**config.mk**
```make
export PLATFORM = sky130hd
export DESIGN_NAME = vga_sync_detector
export DESIGN_NICKNAME = d
export VERILOG_FILES = /design/src/rtl/vga_timing_pkg.sv /design/src/rtl/sync_edge_detect.sv /design/src/rtl/vga_sync_detector.sv
export SDC_FILE = /design/constraint.sdc
export NUM_CORES = 1
export LEC_CHECK = 0
export ABC_AREA = 1
export BUFFER_PORTS_ARGS = -buffer_cell sky130_fd_sc_hd__buf_2
export CAP_MARGIN = 10
export CORE_MARGIN = 2
export CORE_UTILIZATION = 50
export CTS_CLUSTER_SIZE = 20
export DETAILED_ROUTE_END_ITERATION = 12
export GPL_TIMING_DRIVEN = 0
export HOLD_SLACK_MARGIN = 0.1
export PLACE_DENSITY = 0.74
export SYNTH_ARGS = -nofsm -noshare
export SYNTH_HDL_FRONTEND = slang
export SYNTH_SLANG_ARGS = --single-unit
```
**constraint.sdc**
```tcl
create_clock -name PIXEL_CLOCK -period 5.6 [get_ports PIXEL_CLOCK]
set_input_delay 0.84 -clock PIXEL_CLOCK [delete_from_list [all_inputs] [get_ports PIXEL_CLOCK]]
set_output_delay 0.84 -clock PIXEL_CLOCK [all_outputs]
set_load 0.01 [all_outputs]
```
**src/rtl/vga_timing_pkg.sv**
```systemverilog
// Shared 640x480@60 timing constants and sync-detector state encoding.
// Used by both the timing generator and the receive-side detector.
package vga_timing_pkg;

   localparam int VGA_H_ACTIVE = 640;
   localparam int VGA_H_FRONT  = 16;
   localparam int VGA_H_SYNC   = 96;
   localparam int VGA_H_BACK   = 48;
   localparam int VGA_H_TOTAL  = VGA_H_ACTIVE + VGA_H_FRONT
                               + VGA_H_SYNC + VGA_H_BACK;

   localparam int VGA_V_ACTIVE = 480;
   localparam int VGA_V_FRONT  = 10;
   localparam int VGA_V_SYNC   = 2;
   localparam int VGA_V_BACK   = 33;
   localparam int VGA_V_TOTAL  = VGA_V_ACTIVE + VGA_V_FRONT
                               + VGA_V_SYNC + VGA_V_BACK;

   // Sync start to first visible pixel/line
   localparam int VGA_H_ACT_OFS = VGA_H_SYNC + VGA_H_BACK;
   localparam int VGA_V_ACT_OFS = VGA_V_SYNC + VGA_V_BACK;

   localparam int VGA_H_TOL       = 2;
   localparam int VGA_LOCK_FRAMES = 2;

   typedef enum logic [1:0] {
      S_SEARCH = 2'd0,
      S_VERIFY = 2'd1,
      S_LOCKED = 2'd2
   } sync_state_e;

endpackage

```
**src/rtl/sync_edge_detect.sv**
```systemverilog
// Two-flop synchroniser for an asynchronous active-low sync,
// plus an edge register producing a one-cycle falling-edge pulse.
module sync_edge_detect (
   input  logic clk,
   input  logic rst_n,
   input  logic sync_in,
   output logic fall
);

   logic meta_q;
   logic sync_q;
   logic prev_q;

   always_ff @(posedge clk or negedge rst_n) begin
      if (!rst_n) begin
         meta_q <= 1'b0;
         sync_q <= 1'b0;
         prev_q <= 1'b0;
      end else begin
         meta_q <= sync_in;
         sync_q <= meta_q;
         prev_q <= sync_q;
      end
   end

   assign fall = prev_q & ~sync_q;

endmodule

```
**src/rtl/vga_sync_detector.sv**
```systemverilog
// Measures incoming Hs/Vs geometry, locks after consecutive good
// frames and reconstructs screen coordinates from the sync stream.
module vga_sync_detector
   import vga_timing_pkg::*;
#(
   parameter int H_TOTAL     = VGA_H_TOTAL,
   parameter int V_TOTAL     = VGA_V_TOTAL,
   parameter int H_TOL       = VGA_H_TOL,
   parameter int H_ACT_OFS   = VGA_H_ACT_OFS,
   parameter int V_ACT_OFS   = VGA_V_ACT_OFS,
   parameter int H_ACTIVE    = VGA_H_ACTIVE,
   parameter int V_ACTIVE    = VGA_V_ACTIVE,
   parameter int LOCK_FRAMES = VGA_LOCK_FRAMES
) (
   input  logic        PIXEL_CLOCK,
   input  logic        RESET_N,
   input  logic        HS_IN,
   input  logic        VS_IN,
   output logic        LOCKED,
   output logic        ON_SCREEN,
   output logic [9:0]  SCREEN_X,
   output logic [9:0]  SCREEN_Y,
   output logic        NEW_FRAME,
   output logic [10:0] LINE_LEN,
   output logic [9:0]  FRAME_LINES
);

   localparam int GW = $clog2(LOCK_FRAMES + 1);
   localparam logic [10:0] HCNT_MAX = '1;
   localparam logic [9:0]  VCNT_MAX = '1;
   localparam logic [10:0] TIMEOUT  = 11'(2 * H_TOTAL);

   logic hfall;
   logic vfall;

   sync_edge_detect u_hs (
      .clk     (PIXEL_CLOCK),
      .rst_n   (RESET_N),
      .sync_in (HS_IN),
      .fall    (hfall)
   );

   sync_edge_detect u_vs (
      .clk     (PIXEL_CLOCK),
      .rst_n   (RESET_N),
      .sync_in (VS_IN),
      .fall    (vfall)
   );

   sync_state_e state_q, state_d;
   logic [GW-1:0] good_q, good_d;
   logic [10:0]   hcnt_q, hcnt_d, len_d;
   logic [9:0]    vcnt_q, vcnt_d;
   logic          vpend_q, vpend_d;
   logic          frame_ref;
   logic          line_good;
   logic          frame_good;
   logic          timeout;
   logic          h_vis, v_vis;

   always_comb begin
      // Same-cycle hfall+vfall makes that hfall the reference
      frame_ref  = hfall & (vpend_q | vfall);
      len_d      = hcnt_q + 11'd1;
      line_good  = (len_d >= 11'(H_TOTAL - H_TOL))
                && (len_d <= 11'(H_TOTAL + H_TOL));
      frame_good = line_good
                && ((vcnt_q + 10'd1) == 10'(V_TOTAL));
      timeout    = (hcnt_q == TIMEOUT);

      hcnt_d = hcnt_q;
      if (hfall)
         hcnt_d = '0;
      else if (hcnt_q != HCNT_MAX)
         hcnt_d = hcnt_q + 11'd1;

      vcnt_d = vcnt_q;
      if (frame_ref)
         vcnt_d = '0;
      else if (hfall && (vcnt_q != VCNT_MAX))
         vcnt_d = vcnt_q + 10'd1;

      vpend_d = vpend_q;
      if (frame_ref)
         vpend_d = 1'b0;
      else if (vfall)
         vpend_d = 1'b1;
   end

   always_comb begin
      state_d = state_q;
      good_d  = good_q;
      unique case (state_q)
         S_SEARCH: begin
            if (frame_ref) begin
               state_d = S_VERIFY;
               good_d  = '0;
            end
         end
         S_VERIFY: begin
            if (timeout || (hfall && !line_good)) begin
               state_d = S_SEARCH;
            end else if (frame_ref) begin
               if (!frame_good) begin
                  state_d = S_SEARCH;
               end else begin
                  good_d = good_q + 1'b1;
                  if (good_d == GW'(LOCK_FRAMES))
                     state_d = S_LOCKED;
               end
            end
         end
         S_LOCKED: begin
            if (timeout || (hfall && !line_good)
                || (frame_ref && !frame_good))
               state_d = S_SEARCH;
         end
         default: begin
            state_d = S_SEARCH;
         end
      endcase
   end

   always_comb begin
      h_vis = (hcnt_d >= 11'(H_ACT_OFS))
           && (hcnt_d < 11'(H_ACT_OFS + H_ACTIVE));
      v_vis = (vcnt_d >= 10'(V_ACT_OFS))
           && (vcnt_d < 10'(V_ACT_OFS + V_ACTIVE));
   end

   always_ff @(posedge PIXEL_CLOCK or negedge RESET_N) begin
      if (!RESET_N) begin
         state_q     <= S_SEARCH;
         good_q      <= '0;
         hcnt_q      <= '0;
         vcnt_q      <= '0;
         vpend_q     <= 1'b0;
         LOCKED      <= 1'b0;
         ON_SCREEN   <= 1'b0;
         SCREEN_X    <= '0;
         SCREEN_Y    <= '0;
         NEW_FRAME   <= 1'b0;
         LINE_LEN    <= '0;
         FRAME_LINES <= '0;
      end else begin
         state_q   <= state_d;
         good_q    <= good_d;
         hcnt_q    <= hcnt_d;
         vcnt_q    <= vcnt_d;
         vpend_q   <= vpend_d;
         LOCKED    <= (state_d == S_LOCKED);
         NEW_FRAME <= frame_ref;
         if (hfall)
            LINE_LEN <= len_d;
         if (frame_ref)
            FRAME_LINES <= vcnt_q + 10'd1;
         // Coordinates come from next-state counters so they align with hcnt/vcnt
         SCREEN_X  <= hcnt_d[9:0] - 10'(H_ACT_OFS);
         SCREEN_Y  <= vcnt_d - 10'(V_ACT_OFS);
         ON_SCREEN <= (state_d == S_LOCKED) && h_vis && v_vis;
      end
   end

endmodule

```
Word-level counts from Yosys, hierarchy flattened. Index checks and enable logic that the tools add are counted.

Input port bits: 4. Register bits after elaboration: 76. Word-level logic and storage cells: 82.

Reductions and logical operators: 17. Mux-type cells: 18. Add/sub/neg operators: 5. Equality and inequality tests: 12. $lt $le $gt $ge: 6. Bitwise gates (word level): 6.

Operator list (number): $mux W11 (2); $mux W10 (2); $mux W2 (10); $add A11 B1 Y11 const B (1); $eq A11 B11 Y1 const B (1); $ge A11 B10 Y1 const B (1); $ge A11 B8 Y1 const B (1); $le A11 B10 Y1 const B (1); $lt A11 B10 Y1 const B (1); $ne A11 B11 Y1 const B (1); $add A10 B1 Y10 const B (1); $eq A10 B10 Y1 const B (1); $ge A10 B6 Y1 const B (1); $lt A10 B10 Y1 const B (1); $ne A10 B10 Y1 const B (1); $sub A10 B6 Y10 const B (1); $sub A10 B8 Y10 const B (1); $logic_and A1 B1 Y1 (9); $ne A2 B2 Y1 const B (4); $eq A2 B2 Y1 const B (3); $pmux W2 S3 (1); $reduce_and A5 Y1 (1); $pmux W2 S2 (1); $reduce_bool A2 Y1 (2); other kinds (9) (15).

Depth between registers and ports, before layout.
Depth after elaboration: 12. Gate-level depth with buffers: 17. Depth with buffers taken out: 17.

Cells and area by module. From an unflattened synthesis, not the netlist that was laid out.

Cells, all modules: 449. Area, all modules: 3698.5 um^2.

Modules (own cells, without submodules): vga_sync_detector (seq. area each 1651.6 um^2, cells each 439, instances 1, area each 3528.4 um^2); sync_edge_detect (seq. area each 75.1 um^2, cells each 5, instances 2, area each 85.1 um^2).

Least setup slack after synthesis. OpenSTA, ideal clock, no wires.

Path kind: flip-flop to flip-flop. From: register hcnt_q[0]. To: register ON_SCREEN. Arrival: 2065 ps. Buffers on the path: 0. Slack: 3463 ps. Cell stages (with the launch flop): 17. Required time: 5529 ps. Cells stage by stage: dfrtp_1 > ha_1 > nand2_2 > nor2_2 > nand3_2 > nand2_1 > nand2_1 > inv_1 > ha_1 > inv_1 > nor2_1 > nand3_1 > nor2_1 > nor2_1 > nor2_1 > nand2_1 > nor2_1.

Elaborated cells on any way between the ends: 26. Those cells by class: add/sub (1); order compare (4); eq/ne (3); mux (7); reduce/logical (11).

RTL lines: start, declared (line vga_sync_detector.sv:52) `logic [10:0] hcnt_q, hcnt_d, len_d;`; start signal, assigned (line vga_sync_detector.sv:148) `hcnt_q <= hcnt_d;`; $add A11 B1 Y11 / $ne A11 B11 Y1 (equally long branches) (line vga_sync_detector.sv:75, vga_sync_detector.sv:74); $mux W11 * (line vga_sync_detector.sv:74) `else if (hcnt_q != HCNT_MAX)`; $mux W11 * (line vga_sync_detector.sv:72) `if (hfall)`; via hcnt_d[4] (line vga_sync_detector.sv:52); $ge A11 B8 Y1 / $lt A11 B10 Y1 (equally long branches) (line vga_sync_detector.sv:125, vga_sync_detector.sv:126); $logic_and A1 B1 Y1 * (line vga_sync_detector.sv:126) `&& (hcnt_d < 11'(H_ACT_OFS + H_ACTIVE));`; $logic_and A1 B1 Y1 * (2 in series) (line vga_sync_detector.sv:160) `ON_SCREEN <= (state_d == S_LOCKED) && h_vis && v_vis;`; end signal, assigned (line vga_sync_detector.sv:160); end, declared (line vga_sync_detector.sv:20) `output logic ON_SCREEN,`.

The timed path passes the listed nets; every way through them passes the cells marked *. A chain may end at the register's enable or synchronous reset.

Worst setup path after layout. Same ends and word-level chain as after synthesis.

==> flow_metrics.env <==
export IMPL_wirelength_mm=7.36
export IMPL_cts_path_max_buffers=2
export IMPL_dp_hpwl_mm=5.47
export IMPL_netlist_top_cells_count="142 x nand2_1, 72 x dfrtp_1, 64 x inv_1"
export IMPL_firstDrtPassIters=7
export IMPL_ys_seq_area_share_pct=48.6
export IMPL_pwr_share_seq_pct=41.6
export IMPL_finalHoldViolations=0
export IMPL_tightestPinTransition_ps=864
export IMPL_clk_pin_slew_worst_paths_ps=80
export IMPL_grt_max_degree=73
export IMPL_final_util_pct=59.8
export IMPL_cts_resized_gates=0
export IMPL_holdWs_ps=353
export IMPL_crit_fanout=10
export IMPL_vdd_drop_max_v=0.000183
export IMPL_die_y_um=90.1
export IMPL_route_detailed_drc=0
export IMPL_synth_area_per_cell_sq_um=8.01
export IMPL_worstSetupEndpointType="register"
export IMPL_num_vias=3007
export IMPL_status="finished clean"
export IMPL_p_clk_share_pct=30.4
export IMPL_slew_viol_final=0
export IMPL_synth_edf_count=0
export IMPL_drt_iter0_drc=205
export IMPL_grt_total_usage_pct=19.6
export IMPL_syn2layout_area_growth_pct=16.3
export IMPL_power_switching_mw=0.533
export IMPL_cap_violations=0
export IMPL_min_period_ps=2590
export IMPL_yosysUniqueCellTypes=34
export IMPL_wl_per_cell_um=11.8
export IMPL_diodes=0
export IMPL_via_per_inst=4.81
export IMPL_slew_headroom_pct=42.4
export IMPL_synth_async_reset_ratio_pct=100
export IMPL_htree_levels=3
export IMPL_grt_pass1_wl_mm=12.8
export IMPL_setup_violations=0
export IMPL_fin_setup_tns_ps=0
export IMPL_antenna_found_initial=0
export IMPL_sw_frac_of_total_pct=32.9
export IMPL_postCtsHoldBufs=0
export IMPL_fin_skew_ps=8.69
export IMPL_cts_setup_buffers=0
export IMPL_internal_power_mw=1.08
export IMPL_synth_area_sq_um=3710
export IMPL_crit_arrival_ps=2870
export IMPL_cts_buffers=9
export IMPL_post_synth_top_count_cell="nand2_1"
export IMPL_fillers=673
export IMPL_syn_inst=463
export IMPL_cts_tree="built"
export IMPL_ys_flop_type="dfrtp_1"
export IMPL_p_comb_share_pct=28.1
export IMPL_crit_path_start_kind="register"
export IMPL_gp_congestion=0.887
export IMPL_layout_drive_gt1_share_pct=21.3
export IMPL_syn_nets=476
export IMPL_die_area_sq_um=8120
export IMPL_required_ps=5880
export IMPL_yosysWarnings=0
export IMPL_final_nets=534
export IMPL_grt_ovfl_total=0
export IMPL_synth_area_leaders="dfrtp_1 49%, nand2_1 14%, inv_1 6.5%, nand3_1 3.9%, nor2_1 3.6%"
export IMPL_grt_pass1_vias=2816
export IMPL_synth_top_cell_area_share_pct=48.6
export IMPL_ys_seq_elements=72
export IMPL_pin_count=48
export IMPL_p_leak_nw=2.34
export IMPL_core_area_sq_um=7210
export IMPL_cts_root_buf="clkbuf_8"
export IMPL_clock_latency_ps=350
export IMPL_synth_largest_area_cell="dfrtp_1"
export IMPL_io_buffers=47
export IMPL_antenna_left=0
export IMPL_power_density_nw_per_um2=375
export IMPL_clock_sinks=72
export IMPL_fp_dieW_um=90.1
export IMPL_min_period_over_period_pct=46.3
export IMPL_crit_type="register to register"
export IMPL_worst_hold_path_type="register to register"
export IMPL_rows=31
export IMPL_fmax_ghz=0.386
export IMPL_start_util_pct=51.4
export IMPL_rsz0062_at_grt="no"
[layout make-up]
| type | instances | area, sq um | share of cell area [%] |
|---|---|---|---|
| Buffer | 14 | 85.1 | 1.97 |
| Clock buffer | 9 | 124 | 2.87 |
| Clock inverter | 7 | 119 | 2.76 |
| Inverter | 68 | 256 | 5.95 |
| Multi-Input combinational cell | 309 | 1570 | 36.3 |
| Sequential cell | 72 | 1800 | 41.8 |
| Tap cell | 99 | 124 | 2.87 |
| Timing Repair Buffer | 47 | 238 | 5.51 |
[path summary, 6_finish.rpt]
kind,start,to,slack [ps],depth (start not counted)
max,hcnt_q[0],ON_SCREEN,3010,16
min,u_hs.meta_q,u_hs.sync_q,350,0
max reg2reg,hcnt_q[0],ON_SCREEN,3010,16
min reg2reg,u_hs.meta_q,u_hs.sync_q,350,0
max in group asynchronous,RESET_N,LINE_LEN[8],4430,1
min in group asynchronous,RESET_N,SCREEN_X[4],600,1
[sequential cells by signal, summed over array words and instances, names as in the netlist, 2 cells and up]
register	flops
hcnt_q	11
good_q	2
SCREEN_Y	10
FRAME_LINES	10
LINE_LEN	11
vcnt_q	10
SCREEN_X	6
state_q	2
[power groups by stage]
stage	Sequential (mW)	Combinational (mW)	Clock, mW
2_1_floorplan	0.710	0.275	0
3_3_place_gp	0.680	0.446	0
3_5_place_dp	0.681	0.454	0
4_1_cts	0.672	0.458	0.504
5_1_grt	0.685	0.511	0.526
6_report	0.672	0.454	0.491
[cells in the final DEF, fill, tap and decap left out, types with 10 or more instances in the layout]
| cell | instances |
|---|---|
| inv_1 | 64 |
| buf_2 | 48 |
| nand4_1 | 10 |
| nor2_1 | 36 |
| o21ai_0 | 25 |
| nand2_1 | 142 |
| dfrtp_1 | 72 |
| nand3_1 | 29 |
| nor2_2 | 11 |
[per-stage QoR]
stage | setup slack (ps) | instances | power, mW | area, sq um
global route | 2690 | 625 | 1.72 | 4310
CTS | 2990 | 625 | 1.63 | 4310
finish | 3010 | 625 | 1.62 | 4310
floorplan | 3460 | 463 | 0.985 | 3710
detailed placement | 3030 | 609 | 1.13 | 4070
global placement | 3050 | 609 | 1.13 | 4070
[routing by layer]
metal	wire length [um]	share of wire, %	track usage, %
met1	3710	50	28.1
met2	3230	44	29.3
met3	329	4.5	3.94
met4	98	1.3	7.82
met5	0	0	0
[cells by family after synthesis]
kind of cell	share of synthesized area (%)
AND/OR/NAND/NOR	31.6
AO/OA/AOI/OAI	5.94
XOR/XNOR	1.65
buffers and inverters	9.21
adder cells (fa/ha/maj)	3.04
flip-flops	48.6
[worst max-delay path, stage by stage, from the launching register on]
cell	delay, ps
dfrtp_1	530
ha_1	340
nand2_2	130
nor2_2	150
nand3_2	220
nand2_1	140
nand2_1	130
inv_1	110
ha_1	150
inv_1	40
nor2_1	100
nand3_1	80
nor2_1	120
nor2_1	60
nor2_1	90
nand2_1	70
nor2_1	80
No activity file was read; power rests on OpenSTA's default activity.
